==> config.mk <==
export PLATFORM = sky130hd
export DESIGN_NAME = vga_timing_generator_flat
export DESIGN_NICKNAME = d
export VERILOG_FILES = /design/src/rtl/vga_timing_generator_pkg.sv /design/src/rtl/vga_timing_generator_if.sv /design/src/rtl/vga_timing_generator_axis_counter.sv /design/src/rtl/vga_timing_generator.sv /design/src/flat_wrapper.sv
export SDC_FILE = /design/constraint.sdc
export NUM_CORES = 1
export LEC_CHECK = 0
export BUFFER_PORTS_ARGS = -buffer_cell sky130_fd_sc_hd__buf_2
export CAP_MARGIN = 40
export CORE_MARGIN = 3
export CORE_UTILIZATION = 27
export DETAILED_ROUTE_END_ITERATION = 7
export GPL_ROUTABILITY_DRIVEN = 0
export GPL_TIMING_DRIVEN = 0
export SLEW_MARGIN = 20
export SYNTH_ARGS = -nofsm -noshare
export SYNTH_HDL_FRONTEND = slang
export SYNTH_SLANG_ARGS = --single-unit
==> constraint.sdc <==
create_clock -name VGA_CLOCK -period 3.1 [get_ports VGA_CLOCK]
set_clock_uncertainty 0.15 [all_clocks]
set_input_delay 0.62 -clock VGA_CLOCK [delete_from_list [all_inputs] [get_ports VGA_CLOCK]]
set_output_delay 0.62 -clock VGA_CLOCK [all_outputs]
set_load 0.05 [all_outputs]
==> src/rtl/vga_timing_generator_pkg.sv <==
// Shared raster types, default 800x600@72 geometry and small decode helpers
// used by the VGA timing generator and anything that needs the screen extents.
package vga_timing_generator_pkg;

    localparam int unsigned CNT_W   = 11;
    localparam int unsigned CNT_MAX = (1 << CNT_W) - 1;

    localparam int unsigned DEF_H_VISIBLE = 800;
    localparam int unsigned DEF_H_FRONT   = 56;
    localparam int unsigned DEF_H_SYNC    = 120;
    localparam int unsigned DEF_H_BACK    = 64;
    localparam int unsigned DEF_V_VISIBLE = 600;
    localparam int unsigned DEF_V_FRONT   = 37;
    localparam int unsigned DEF_V_SYNC    = 6;
    localparam int unsigned DEF_V_BACK    = 23;

    typedef logic [CNT_W-1:0] coord_t;
    typedef logic [2:0]       rgb_t;

    // Per-pixel timing attributes that travel down the latency-matching pipe.
    typedef struct packed {
        logic hsync;
        logic vsync;
        logic visible;
    } raster_t;

    function automatic logic in_window(coord_t c, coord_t lo, coord_t hi);
        return (c >= lo) && (c < hi);
    endfunction

endpackage

==> src/rtl/vga_timing_generator_if.sv <==
// Raster bus between the timing generator (master) and the game engine / pin
// consumers (slave): coordinates and status out, engine pixel colour back in.
interface vga_timing_generator_if;
    import vga_timing_generator_pkg::*;

    coord_t pixel_h;
    coord_t pixel_v;
    logic   visible;
    logic   vblank_pulse;
    logic   vga_hsync;
    logic   vga_vsync;
    rgb_t   vga_rgb;
    rgb_t   pixel;

    modport master (
        output pixel_h, pixel_v, visible, vblank_pulse,
        output vga_hsync, vga_vsync, vga_rgb,
        input  pixel
    );

    modport slave (
        input  pixel_h, pixel_v, visible, vblank_pulse,
        input  vga_hsync, vga_vsync, vga_rgb,
        output pixel
    );

endinterface

==> src/rtl/vga_timing_generator_axis_counter.sv <==
// Wrapping counter for one raster axis; WRAP flags the enabled clock on which
// the count returns from TOTAL-1 to 0 so it can step the next axis.
module vga_timing_generator_axis_counter
    import vga_timing_generator_pkg::*;
#(
    parameter int unsigned WIDTH = CNT_W,
    parameter int unsigned TOTAL = DEF_H_VISIBLE
) (
    input  logic             clk_i,
    input  logic             rst_ni,
    input  logic             en_i,
    output logic [WIDTH-1:0] count_o,
    output logic             wrap_o
);

    localparam logic [WIDTH-1:0] LAST = WIDTH'(TOTAL - 1);

    logic [WIDTH-1:0] count_q;
    logic [WIDTH-1:0] count_d;

    assign wrap_o = en_i && (count_q == LAST);

    always_comb begin
        count_d = count_q;
        if (wrap_o) begin
            count_d = '0;
        end else if (en_i) begin
            count_d = count_q + WIDTH'(1);
        end
    end

    always_ff @(posedge clk_i or negedge rst_ni) begin
        if (!rst_ni) begin
            count_q <= '0;
        end else begin
            count_q <= count_d;
        end
    end

    assign count_o = count_q;

endmodule

==> src/rtl/vga_timing_generator.sv <==
// VGA raster generator: H/V counters, sync/visible decode, a delay line that
// matches the engine's pixel latency, and a final register stage for the pins.
module vga_timing_generator
    import vga_timing_generator_pkg::*;
#(
    parameter int unsigned H_VISIBLE = DEF_H_VISIBLE,
    parameter int unsigned H_FRONT   = DEF_H_FRONT,
    parameter int unsigned H_SYNC    = DEF_H_SYNC,
    parameter int unsigned H_BACK    = DEF_H_BACK,
    parameter int unsigned V_VISIBLE = DEF_V_VISIBLE,
    parameter int unsigned V_FRONT   = DEF_V_FRONT,
    parameter int unsigned V_SYNC    = DEF_V_SYNC,
    parameter int unsigned V_BACK    = DEF_V_BACK,
    parameter bit          H_POL     = 1'b1,
    parameter bit          V_POL     = 1'b1,
    parameter int unsigned PIXEL_LAT = 1
) (
    input  logic                  VGA_CLOCK,
    input  logic                  RESET_N,
    vga_timing_generator_if.master vga
);

    localparam int unsigned H_TOTAL = H_VISIBLE + H_FRONT + H_SYNC + H_BACK;
    localparam int unsigned V_TOTAL = V_VISIBLE + V_FRONT + V_SYNC + V_BACK;

    localparam coord_t H_VIS_C    = coord_t'(H_VISIBLE);
    localparam coord_t V_VIS_C    = coord_t'(V_VISIBLE);
    localparam coord_t HS_START_C = coord_t'(H_VISIBLE + H_FRONT);
    localparam coord_t HS_END_C   = coord_t'(H_VISIBLE + H_FRONT + H_SYNC);
    localparam coord_t VS_START_C = coord_t'(V_VISIBLE + V_FRONT);
    localparam coord_t VS_END_C   = coord_t'(V_VISIBLE + V_FRONT + V_SYNC);

    localparam raster_t RASTER_IDLE = '{hsync: ~H_POL, vsync: ~V_POL, visible: 1'b0};

    generate
        if (H_TOTAL > CNT_MAX || V_TOTAL > CNT_MAX) begin : g_bad_geometry
            $error("vga_timing_generator: H_TOTAL/V_TOTAL exceed 11-bit counters");
        end
    endgenerate

    // Held low for the first clock after reset so (0,0) is presented twice.
    logic run_q;

    always_ff @(posedge VGA_CLOCK or negedge RESET_N) begin
        if (!RESET_N) begin
            run_q <= 1'b0;
        end else begin
            run_q <= 1'b1;
        end
    end

    coord_t h_count;
    coord_t v_count;
    logic   h_wrap;
    logic   v_wrap;

    vga_timing_generator_axis_counter #(
        .WIDTH (CNT_W),
        .TOTAL (H_TOTAL)
    ) u_h_counter (
        .clk_i   (VGA_CLOCK),
        .rst_ni  (RESET_N),
        .en_i    (run_q),
        .count_o (h_count),
        .wrap_o  (h_wrap)
    );

    vga_timing_generator_axis_counter #(
        .WIDTH (CNT_W),
        .TOTAL (V_TOTAL)
    ) u_v_counter (
        .clk_i   (VGA_CLOCK),
        .rst_ni  (RESET_N),
        .en_i    (h_wrap),
        .count_o (v_count),
        .wrap_o  (v_wrap)
    );

    raster_t raw;
    logic    vblank;

    always_comb begin
        raw         = RASTER_IDLE;
        raw.visible = run_q && (h_count < H_VIS_C) && (v_count < V_VIS_C);
        if (in_window(h_count, HS_START_C, HS_END_C)) begin
            raw.hsync = H_POL;
        end
        if (in_window(v_count, VS_START_C, VS_END_C)) begin
            raw.vsync = V_POL;
        end
        vblank = run_q && (h_count == '0) && (v_count == V_VIS_C);
    end

    // Delay sync/visible by the engine's pixel latency so they meet PIXEL.
    raster_t dly;

    generate
        if (PIXEL_LAT == 0) begin : g_no_delay
            assign dly = raw;
        end else begin : g_delay
            raster_t shift_q [PIXEL_LAT];

            always_ff @(posedge VGA_CLOCK or negedge RESET_N) begin
                if (!RESET_N) begin
                    for (int i = 0; i < PIXEL_LAT; i++) begin
                        shift_q[i] <= RASTER_IDLE;
                    end
                end else begin
                    shift_q[0] <= raw;
                    for (int i = 1; i < PIXEL_LAT; i++) begin
                        shift_q[i] <= shift_q[i-1];
                    end
                end
            end

            assign dly = shift_q[PIXEL_LAT-1];
        end
    endgenerate

    raster_t out_q;
    raster_t out_d;
    rgb_t    rgb_q;
    rgb_t    rgb_d;

    always_comb begin
        out_d = dly;
        rgb_d = dly.visible ? vga.pixel : '0;
    end

    always_ff @(posedge VGA_CLOCK or negedge RESET_N) begin
        if (!RESET_N) begin
            out_q <= RASTER_IDLE;
            rgb_q <= '0;
        end else begin
            out_q <= out_d;
            rgb_q <= rgb_d;
        end
    end

    assign vga.pixel_h      = h_count;
    assign vga.pixel_v      = v_count;
    assign vga.visible      = raw.visible;
    assign vga.vblank_pulse = vblank;
    assign vga.vga_hsync    = out_q.hsync;
    assign vga.vga_vsync    = out_q.vsync;
    assign vga.vga_rgb      = rgb_q;

    logic unused_wrap;
    assign unused_wrap = v_wrap;

endmodule
==> src/flat_wrapper.sv <==
// flat-port wrapper written by rule: the top's interface ports become plain ports
module vga_timing_generator_flat import vga_timing_generator_pkg::*;
#(
    parameter int unsigned H_VISIBLE = DEF_H_VISIBLE,
    parameter int unsigned H_FRONT   = DEF_H_FRONT,
    parameter int unsigned H_SYNC    = DEF_H_SYNC,
    parameter int unsigned H_BACK    = DEF_H_BACK,
    parameter int unsigned V_VISIBLE = DEF_V_VISIBLE,
    parameter int unsigned V_FRONT   = DEF_V_FRONT,
    parameter int unsigned V_SYNC    = DEF_V_SYNC,
    parameter int unsigned V_BACK    = DEF_V_BACK,
    parameter bit          H_POL     = 1'b1,
    parameter bit          V_POL     = 1'b1,
    parameter int unsigned PIXEL_LAT = 1
)
  (VGA_CLOCK, RESET_N, vga_pixel_h, vga_pixel_v, vga_visible, vga_vblank_pulse, vga_vga_hsync, vga_vga_vsync, vga_vga_rgb, vga_pixel);
  vga_timing_generator_if vga_i ();
  input  logic VGA_CLOCK;
  input  logic RESET_N;
  output wire logic [$bits(vga_i.pixel_h)-1:0] vga_pixel_h;
  output wire logic [$bits(vga_i.pixel_v)-1:0] vga_pixel_v;
  output wire logic [$bits(vga_i.visible)-1:0] vga_visible;
  output wire logic [$bits(vga_i.vblank_pulse)-1:0] vga_vblank_pulse;
  output wire logic [$bits(vga_i.vga_hsync)-1:0] vga_vga_hsync;
  output wire logic [$bits(vga_i.vga_vsync)-1:0] vga_vga_vsync;
  output wire logic [$bits(vga_i.vga_rgb)-1:0] vga_vga_rgb;
  input wire logic [$bits(vga_i.pixel)-1:0] vga_pixel;
  assign vga_pixel_h = vga_i.pixel_h;
  assign vga_pixel_v = vga_i.pixel_v;
  assign vga_visible = vga_i.visible;
  assign vga_vblank_pulse = vga_i.vblank_pulse;
  assign vga_vga_hsync = vga_i.vga_hsync;
  assign vga_vga_vsync = vga_i.vga_vsync;
  assign vga_vga_rgb = vga_i.vga_rgb;
  assign vga_i.pixel = vga_pixel;
  vga_timing_generator #(.H_VISIBLE(H_VISIBLE), .H_FRONT(H_FRONT), .H_SYNC(H_SYNC), .H_BACK(H_BACK), .V_VISIBLE(V_VISIBLE), .V_FRONT(V_FRONT), .V_SYNC(V_SYNC), .V_BACK(V_BACK), .H_POL(H_POL), .V_POL(V_POL), .PIXEL_LAT(PIXEL_LAT)) u_core (.VGA_CLOCK(VGA_CLOCK), .RESET_N(RESET_N), .vga(vga_i));
endmodule
# Word-level counts from Yosys, hierarchy flattened
# Cells that the tools add are included.
classes:
  n_shift: 0
  n_lt_le_gt_ge: 6
  n_mux: 7
  multipliers: 0
  bitwise: 0
  reduce_logical: 11
  n_eq_ne: 3
  addsub: 2
  div_mod_pow: 0
op_table:
  columns: ["operator", "n"]
  rows:
  - ["less-than comparator 11 x 10 -> 1 bit (second input constant)", 4]
  - ["2-to-1 mux 11 bit", 4]
  - ["adder 11 x 1 -> 11 bit (second input constant)", 2]
  - ["== test 11 x 10 -> 1 bit (second input constant)", 2]
  - ["greater-or-equal comparator 11 x 10 -> 1 bit (second input constant)", 2]
  - ["== test 11 bit (second input constant)", 1]
  - ["logical NOT 11 bit", 1]
  - ["logical AND 1 bit", 8]
  - ["nonzero test 2 bit", 2]
  - ["2-to-1 mux 3 bit", 1]
  - ["2-to-1 mux 1 bit", 2]
word_totals:
  mem_bits_rw: 0
  memories: 0
  regBits: 31
  in_bits: 5
  romBits: 0
  word_cells: 38
  latchBits: 0
  out_inout_bits: 29

# Logic depth before layout (Yosys ltp)
depth:
  word_depth: 4
  ltp_mapped: 6

# Cells and area by module
# A second synthesis with hierarchy kept.
hier_totals:
  cells_unflattened: 143
  hier_area_um2: 1556.5
modules_own_cells:
  columns: ["module", "n_inst", "cells_per_inst", "area_each_um2", "seq_area_each_um2"]
  rows:
  - ["vga_timing_generator_axis_counter at u_core.u_v_counter", 1, 56, 609.3, 275.3]
  - ["vga_timing_generator_axis_counter at u_core.u_h_counter", 1, 49, 534.3, 275.3]
  - ["vga_timing_generator", 1, 38, 412.9, 225.2]

# Least setup slack after synthesis
# No wires, ideal clock.
synth_timing:
  kind: "reg2out"
  startpoint: "reg u_core.u_h_counter.count_q[4] (netlist: u_core.u_h_counter.count_o[4])"
  endpoint: "out vga_vblank_pulse"
  stages_incl_launch_ff: 5
  required_ns: 2.330
  setup_slack_ns: 0.034
  t_arrival_ns: 2.296
  path_cell_list: "dfrtp_1 > buf_6 > nor4_4 > nand2_1 > nor3_1"
synth_between:
  elab_chain_cells: 3
synth_rtl:
  columns: ["element", "line", "source"]
  rows:
  - ["start: declaration", "vga_timing_generator_axis_counter.sv:18", "logic [WIDTH-1:0] count_q;"]
  - ["start signal: assignment", "vga_timing_generator_axis_counter.sv:36", "count_q <= count_d;"]
  - ["logical NOT 11 bit", "vga_timing_generator.sv:91", "vblank = run_q && (h_count == '0) && (v_count == V_VIS_C);"]
  - ["logical AND 1 bit (2 in a row)", "vga_timing_generator.sv:91", null]
  - ["end: declaration", "flat_wrapper.sv:23", "output wire logic [$bits(vga_i.vblank_pulse)-1:0] vga_vblank_pulse;"]
# No other way between the ends.

# Worst setup path in the final report
layout_timing:
  startpoint: "reg u_core.u_v_counter.count_q[1] (netlist: u_core.u_v_counter.count_o[1])"
  endpoint: "out vga_vblank_pulse"
layout_between:
  elab_chain_cells: 2
layout_rtl:
  columns: ["element", "line"]
  rows:
  - ["start: declaration", "vga_timing_generator_axis_counter.sv:18"]
  - ["start signal: assignment", "vga_timing_generator_axis_counter.sv:36"]
  - ["== test 11 x 10 -> 1 bit", "vga_timing_generator.sv:91"]
  - ["logical AND 1 bit", "vga_timing_generator.sv:91"]
# No other way between the ends.

==> reports/results.ini <==
[critical_path]
cp.arrival_ns=1.87
endpoint_kind=primary output
path_cells=inv_1 -> ha_1 -> nor4bb_1 -> nand3_1 -> nor3_1 -> buf_2
path_delay_family=simple AND/OR/NAND/NOR gates
critPathMaxStageDelay_ns=0.44
crit_path_top_delay_cell=dfrtp_1
timing.critical_path.buf_inv=2
cp_max_fo=6
critPathLaunchType=flip-flop
required_ns=2.33
crit_type=reg -> out

[logic_synthesis]
netlist_instances=146
synth_mux_area_share_pct=0
synth-simple-area-share_pct=23.7
synthTopCellsByCount=31 x dfrtp_1, 8 x inv_1, 8 x nand2_1
synthFlopType=dfrtp_1
synth.distinct_cells=41
synth_top_family_by_area=simple AND/OR/NAND/NOR gates
synthXorXnorAreaFrac_pct=6.75
yosys_register_bits=31
synth_compound_area_share_pct=10.9
syn_area_um2=1560
synth_nets=156
synth.top_cell.area_share_pct=49.8
synthAdderAreaFrac_pct=4.02
yosys.area.top_type=dfrtp_1
synth-seq-area-share_pct=49.8
syn_avg_cell_area_um2=10.7
synth.most_common_cell=dfrtp_1
async_flop_share_pct=100
yosys_warnings=0
synth_top_cells_by_area=dfrtp_1 50%, ha_1 4.0%, xor2_1 3.9%, nand4_1 2.8%, xnor2_1 2.8%
synth_edf_count=0

[timing]
fmax_mhz=379
hold_violations=0
rsz0062_at_grt=no
slew_headroom_pct=55.0
tightestPinTransition_ns=0.675
finalSetupViolCount=0
fin_crit_ns=2.64
fin_setup_tns_ns=0
final.period_utilization_pct=85.0
maxSlewViolCount=0

[final_layout]
diodes=0
final_nets=196
area_growth_syn_to_layout_pct=23.9
ff_latch_area_um2=776
drive_above_1_share_pct=28.9
multi_input_area_um2=711
n_fill_cell=596

[drt]
via_count=1197
drt_wl_total_um=3260
wl_per_cell_um=12.6
ant_nets=0
drcViolationCount=0
dr.pass1.iters=4
drt_iter0_markers=71
vias_per_cell=4.62

[pwr]
p_per_area_nw_per_um2=617
power.total_uw=1190
ir_drop_v=0.000185
p_leak_uw=0.000926

[floorplan]
dieArea_um2=6720
ios=34
die_h_um=82.0
dieWidth_um=82.0
floorplan.initialDensity_pct=28.1
core_area_um2=5540
rows=27

[grt]
grt_usage_pct=10.9
grt_max_degree=32
grt_pass1_vias=1153
antenna_found_initial=0
gr-total-overflow=0
grt_pass1_wl_um=5470

[clocking]
clk_pin_slew_worst_paths_ns=0.07
cts_resized=0
post-cts-setup-buffers=0
cts.sinks=31
max-clock-path-buffers=2
clk_latency_ns=0.28
holdBufCountCts=0
cts_buffers=5
htree_levels=2
cts_tree=built
clock-root-buffer=clkbuf_8

[placed_design]
portBuffers=33
dp_hpwl_um=2460

[hold_path]
hold_path.class=reg -> reg

[run]
cap_violations=0

[run_status]
status=complete, no violations

-- cells by family after synthesis --
group | count (synthesis)
other cells | 1
fa+ha+maj | 5
xor+xnor | 12
compound gates | 26
simple gates | 57
flops | 31
buf+inv | 14
-- path summary, 6_finish.rpt --
check	start	end	slack, ns	cells past startpoint
min	u_core.dly[2]$_DFF_PN0_	u_core.vga.vga_hsync$_DFF_PN0_	0.20	0
min in group asynchronous	RESET_N	u_core.u_h_counter.count_o[9]$_DFFE_PN0P_	0.22	1
max	u_core.u_v_counter.count_o[1]$_DFFE_PN0P_	vga_vblank_pulse	0.46	6
max in group asynchronous	RESET_N	u_core.u_v_counter.count_o[10]$_DFFE_PN0P_	2.14	1
min reg2reg	u_core.dly[2]$_DFF_PN0_	u_core.vga.vga_hsync$_DFF_PN0_	0.20	0
max reg2reg	u_core.u_h_counter.count_o[4]$_DFFE_PN0P_	u_core.u_v_counter.count_o[8]$_DFFE_PN0P_	1.22	5
-- power by group --
| part | switching (uW) | total, uW | leakage, uW | internal [uW] |
|---|---|---|---|---|
| logic | 214 | 305 | 0.000450 | 91.1 |
| clock network | 147 | 406 | 0.0000612 | 260 |
| registers | 40.4 | 479 | 0.000416 | 439 |
-- registers in the layout, summed over array words and instances, names as in the netlist --
name / cells
u_core.vga.vga_hsync: 1
u_core.vga.vga_rgb: 3
u_core.u_h_counter.count_o: 11
u_core.vga.vga_vsync: 1
u_core.run_q: 1
u_core.dly: 3
u_core.u_v_counter.count_o: 11
-- metrics by stage --
step,instances,cell area [um^2],setup slack [ns],util (%),hold WS (ns)
6_report,259,1930,0.465,34.8,0.200
5_1_grt,259,1930,0.257,34.8,0.206
4_1_cts,259,1930,0.396,34.8,0.204
3_5_place_dp,251,1810,0.722,32.7,0.188
3_3_place_gp,251,1810,0.704,32.7,0.184
2_1_floorplan,146,1560,0.0341,-,0.174
-- cell usage in the layout, fill, tap and decap left out, drive strengths merged --
master,n
a211oi,2
a21oi,4
a31oi,2
a32oi,1
a41oi,1
and2,5
and3,2
and4,2
buf,38
bufinv,1
clkbuf,7
clkinv,1
conb,1
dfrtp,31
ha,5
inv,8
nand2,9
nand3,7
nand4,8
nor2,8
nor2b,1
nor3,5
nor3b,2
nor4,3
nor4b,2
nor4bb,2
o21ai,10
o21bai,1
o311a,1
o311ai,1
o31ai,2
o41ai,1
or3,1
xnor2,5
xor2,7
-- layout make-up --
type,count,share of cell area [%]
Buffer,6,2.14
Multi-Input combinational cell,101,36.8
Tap cell,72,4.67
Clock inverter,2,1.81
Inverter,8,1.56
Clock buffer,6,4.28
Timing Repair Buffer,33,8.55
Sequential cell,31,40.2
-- metal layers --
metal,track usage [%],part of all wire [%],vias up
met3,4.71,7.6,7
met1,13.6,46,556
met2,16.2,44,28
met4,4.49,1.7,0
li1,-,-,606
met5,0,0,-
Note: power is estimated with default switching activity, not from simulation.
